`config.mk`:
```
export PLATFORM = sky130hd
export DESIGN_NAME = pin_auth
export DESIGN_NICKNAME = d
export VERILOG_FILES = /design/src/rtl/pin_auth.sv
export SDC_FILE = /design/constraint.sdc
export NUM_CORES = 1
export LEC_CHECK = 0
export CELL_PAD_IN_SITES_DETAIL_PLACEMENT = 0
export CELL_PAD_IN_SITES_GLOBAL_PLACEMENT = 2
export CORE_UTILIZATION = 36
export CTS_BUF_LIST = sky130_fd_sc_hd__clkbuf_4 sky130_fd_sc_hd__clkbuf_8
export CTS_CLUSTER_DIAMETER = 30
export DETAILED_ROUTE_END_ITERATION = 7
export GPL_TIMING_DRIVEN = 0
export PLACE_DENSITY_LB_ADDON = 0.1
export RECOVER_POWER = 50
export SYNTH_ARGS = -nofsm -noshare
export SYNTH_HDL_FRONTEND = slang
export SYNTH_SLANG_ARGS = --single-unit
```
`constraint.sdc`:
```
create_clock -name clk -period 4.1 [get_ports clk]
set_input_delay 0.82 -clock clk [delete_from_list [all_inputs] [get_ports clk]]
set_output_delay 0.82 -clock clk [all_outputs]
set_load 0.005 [all_outputs]
```
`src/rtl/pin_auth.sv`:
```
// PIN entry and authentication controller for a card reader: collects four BCD
// digits, compares them with the card's stored PIN and tracks remaining attempts.
module pin_auth #(
  parameter int unsigned MAX_TRIES   = 3,
  parameter int unsigned TIMEOUT_CYC = 1024
) (
  input  logic        clk,
  input  logic        reset,
  input  logic        card_in,
  input  logic        digit_valid,
  input  logic [3:0]  digit,
  input  logic        clear,
  input  logic        enter,
  input  logic [15:0] stored_pin,
  output logic        auth_ok,
  output logic        auth_fail,
  output logic        card_retain,
  output logic        timeout,
  output logic [2:0]  digit_cnt,
  output logic [1:0]  tries_left
);

  localparam int unsigned TimerW     = (TIMEOUT_CYC > 2) ? $clog2(TIMEOUT_CYC) : 1;
  localparam logic [TimerW-1:0] TimerLast = TimerW'(TIMEOUT_CYC - 1);
  localparam logic [1:0]        TriesInit = 2'(MAX_TRIES);

  typedef enum logic [2:0] {
    StIdle,
    StCollect,
    StCheck,
    StGranted,
    StDenied,
    StLocked
  } state_t;

  state_t              state_q, state_d;
  logic [15:0]         entry_q, entry_d;
  logic [2:0]          cnt_q, cnt_d;
  logic [1:0]          tries_q, tries_d;
  logic [TimerW-1:0]   timer_q, timer_d;
  logic                digit_ok;

  assign digit_ok = digit_valid && (digit <= 4'd9) && (cnt_q < 3'd4);

  always_ff @(posedge clk or posedge reset) begin
    if (reset) begin
      state_q <= StIdle;
      entry_q <= '0;
      cnt_q   <= '0;
      tries_q <= TriesInit;
      timer_q <= '0;
    end else begin
      state_q <= state_d;
      entry_q <= entry_d;
      cnt_q   <= cnt_d;
      tries_q <= tries_d;
      timer_q <= timer_d;
    end
  end

  always_comb begin
    state_d = state_q;
    entry_d = entry_q;
    cnt_d   = cnt_q;
    tries_d = tries_q;
    timer_d = timer_q;
    timeout = 1'b0;

    unique case (state_q)
      StIdle: begin
        if (card_in) begin
          state_d = StCollect;
          tries_d = TriesInit;
          cnt_d   = '0;
          entry_d = '0;
          timer_d = '0;
        end
      end

      StCollect: begin
        if (!card_in) begin
          state_d = StIdle;
          cnt_d   = '0;
          entry_d = '0;
          timer_d = '0;
        end else if (enter && (cnt_q == 3'd4)) begin
          state_d = StCheck;
        end else if (!enter && clear) begin
          cnt_d   = '0;
          entry_d = '0;
          timer_d = '0;
        end else if (!enter && !clear && digit_ok) begin
          entry_d = {entry_q[11:0], digit};
          cnt_d   = cnt_q + 3'd1;
          timer_d = '0;
        end else if (timer_q == TimerLast) begin
          // Ignored digits and short enters fall through here: they are not activity.
          timeout = 1'b1;
          state_d = StIdle;
          cnt_d   = '0;
          entry_d = '0;
          timer_d = '0;
        end else begin
          timer_d = timer_q + TimerW'(1);
        end
      end

      StCheck: begin
        if (!card_in) begin
          state_d = StIdle;
          cnt_d   = '0;
          entry_d = '0;
        end else if (entry_q == stored_pin) begin
          state_d = StGranted;
        end else begin
          cnt_d   = '0;
          entry_d = '0;
          if (tries_q <= 2'd1) begin
            tries_d = '0;
            state_d = StLocked;
          end else begin
            tries_d = tries_q - 2'd1;
            state_d = StDenied;
          end
        end
      end

      StGranted: begin
        if (!card_in) begin
          state_d = StIdle;
          cnt_d   = '0;
          entry_d = '0;
        end
      end

      StDenied: begin
        state_d = card_in ? StCollect : StIdle;
        timer_d = '0;
      end

      StLocked: ;

      default: state_d = StIdle;
    endcase
  end

  assign auth_ok     = (state_q == StGranted);
  assign auth_fail   = (state_q == StDenied) && card_in;
  assign card_retain = (state_q == StLocked);
  assign digit_cnt   = cnt_q;
  assign tries_left  = tries_q;

endmodule

```
==> summary.md <==
| Metric | Value |
|---|---|
| CTS tree | `yes` |
| First-pass GRT wire length | `about 7.5 mm` |
| R2R cell count | `5` |
| Critical path class | `input pin to primary output` |
| Final WS setup | `around 0.66 ns` |
| Post-route antenna net violation count | `0` |
| Die ar. | `around 5400 um^2` |
| Post-DR vias/cell | `around 5.4` |
| HP Start | `timer_q[8]$_DFFE_PP0P_` |
| Total GRT Usage | `between 10% and 20%` |
| Outcome | `finished, final reports clean` |
| Layout cells sized above 1 | `under 10%` |
| CTS Hold Buffers Added | `0` |
| Fin cells | `286` |
| Synth Instances | `roughly 180` |
| Syn_area_per_cell | `about 10 um^2` |
| Post-synth EDFFs | `0` |
| Via Count | `~1600` |
| Highest Clock Rate | `approximately 0.29 GHz` |
| Post-DP HPWL | `about 3.3 mm` |
| Primary FF master, synth | `dfrtp_1` |
| Min-Delay Endpoint | `timer_q[8]$_DFFE_PP0P_` |
| Unique masters post-synth | `45` |
| Initial antenna violation count | `0` |
| Drt pass-1 iters | `4` |
| Placement Rows | `25` |
| Initial drt markers | `between 70 and 80` |
| TritonCTS Buffers | `5` |
| Synthesized area | `1850 um^2` |
| Final setup viols | `0` |
| Core Region | `just under 5000 um^2` |
| R2r endpoint | `entry_q[3]$_DFFE_PP0P_` |
| Top Ports | `35` |
| Initial core utilization | `about two fifths` |
| Minimum clock period | `~3.4 ns` |
| Synth Net Count | `about 210` |
| Clk Latency, worst-skew pair | `between 0.2 and 0.3 ns` |
| CTS Sinks | `34` |
| Most common cell after layout, fill and taps aside | `dfrtp_1` |
| Pwr Density | `roughly 350 nW/um^2` |
| Clock slew at reported path FFs | `0.07 ns` |
| Final wirelength | `4.38 mm` |
| Worst EP required | `3.28 ns` |
| Most used cell, CP | `clkdlybuf4s50_1` |
| Max-Cap Viols | `0` |
| Async SR Flop Fraction | `100%` |
| Clock Tree Buf Depth | `2` |
| Vias in the first global route | `1483` |
| RSZ-0062 raised after global routing | `false` |
| Placed Cells incl. Taps | `around 280` |
| H-Tree Depth | `2` |
| Utilization after layout | `around 48%` |
| Fill cells | `~470` |
| Synth area leaders | `dfrtp_1 (43%), a22o_1 (8.5%), xnor2_1 (7.6%)` |
| YS warnings | `0` |
| Register area share after synthesis | `a little under half` |
| Sequential Area | `~850 um^2` |
| Resized Gates After CTS | `0` |
| Slowest CP cell | `clkdlybuf4s50_1` |
| Post-synth top area share | `43.2%` |
| Setup TNS | `0 ns` |
| Area leader, netlist | `dfrtp_1` |
| Overflow after GRT | `0` |
| Slowest stage delay, CP | `roughly 0.52 ns` |
| I/O Buffers | `33` |
| Period utilization | `between 80% and 90%` |
| Worst VDD drop | `approximately 0.16 mV` |
| Static Leak | `between 0.001 and 0.0015 uW` |
| Die height | `around 74 um` |
| Reg-to-reg startpoint | `digit_cnt[2]$_DFFE_PP0P_` |
| Ant diodes | `0` |
| Final Wtd Congestion | `0.735` |
| Largest net degree at the start of global routing | `35` |
| CP Capture Type | `primary output` |
| Die W | `73.7 um` |
| Routed wire length per instance | `approximately 15 um` |
| DR DRC count | `0` |
| Setup slack, reg-to-reg | `between 1.5 and 2 ns` |
| Final hold vios | `0` |
| Root buf cell | `clkbuf_8` |
| Critical path launch point type | `input pin` |
| Fin nets | `~250` |
| Fin. max-slew vios | `0` |
| Worst-margin pin slew | `about 1.3 ns` |
| Number of synthesized register bits | `34` |
| Most frequent cells in the layout | `dfrtp_1 (32), clkdlybuf4s50_1 (29), a22o_1 (18)` |
| Cell chain of the critical path | `clkdlybuf4s50_1 -> o21ai_0 -> a211o_1 -> buf_4 -> nor3b_1 -> clkdlybuf4s50_1` |
| Max FO, Critical Path | `9` |
| Hold Path Class | `register to register` |
| Area of the multi-input gates | `918 um^2` |
| Min Hold Slack | `roughly 0.50 ns` |
| Setup Buffers After CTS | `0` |
| Area Growth Syn to Fin | `26.8%` |
| Clock Skews | `0.00897 ns` |
| Pre-CTS WS | `around 0.63 ns` |
| Worst EP arrival | `between 2 and 3 ns` |
| Slew margin rel. | `approximately 14%` |
| Hold path cells | `1` |
[cells by family (layout without fill, tap and decap cells)]
logic type               after synthesis  in the layout  synth area share (%)
AND/OR/NAND/NOR                       58             58                  18.2
AO/OA/AOI/OAI                         50             50                  20.5
flip-flops                            34             34                  46.1
XOR/XNOR                              18             18                  8.51
buffers and inverters                 14             55                  4.05
adder cells (fa/ha/maj)                3              3                  2.03
multiplexers                           1              1                 0.608
[metal layers]
layer	vias to the layer above	global-route usage (%)	part of all wire [%]
li1	742	-	-
met1	779	25.8	47
met2	33	28.2	49
met3	2	4.66	3.3
met4	0	6.20	0.57
met5	-	0	0
[power breakdown]
group          leakage [uW]  total (uW)  switching (uW)  internal, uW
Clock             0.0000484         246             122           124
Combinational      0.000487         203             109          94.5
Sequential         0.000465         382            20.4           362
[state kept, by name (all words and copies together) (netlist names)]
register    flops
digit_cnt       3
entry_q        16
state_q         3
timer_q        10
tries_left      2
[synthesized netlist by cell type (3+ instances only)]
cell type / instances
dfrtp_1: 32
nand3_1: 6
o31ai_1: 5
nand4_1: 5
nand2_1: 10
buf_2: 3
nor2_1: 11
nor3_1: 4
xnor2_1: 16
nor3b_1: 6
o21ai_0: 11
ha_1: 3
a22o_1: 18
inv_1: 5
and3_1: 3
clkbuf_1: 3
[worst max-delay path: cells and delay by family]
family / cells / cell delay (ns)
buffers and inverters: 3 / 1.18
AOI/OAI and AO/OA: 2 / 0.44
and+or+nand+nor: 1 / 0.18
[area by class of cell]
| type | instances | area share, % |
|---|---|---|
| plain buffers | 9 | 2.40 |
| clock buffers | 6 | 3.25 |
| clock inverters | 2 | 0.426 |
| inverters | 5 | 0.800 |
| multi-input cells | 130 | 39.1 |
| flip-flops and latches | 34 | 36.4 |
| well taps | 67 | 3.57 |
| repair buffers | 33 | 14.1 |
[worst max path at each step]
stage	startpoint	end	slack, ns	cells past startpoint
4_1_cts	digit[2]	timeout	0.62	6
2_1_floorplan	card_in	timeout	1.52	5
5_1_grt	digit[2]	timeout	0.56	6
3_5_place_dp	digit[2]	timeout	0.63	6
3_3_place_gp	digit[2]	timeout	0.62	6
6_report	digit[2]	timeout	0.66	6
[through the flow]
stage	instance area, um^2	power [uW]
floorplan	1850	512
detailed placement	2270	596
finish	2350	832
CTS	2350	846
global placement	2270	590
global route	2350	883
(Power assumes the default switching activity.)
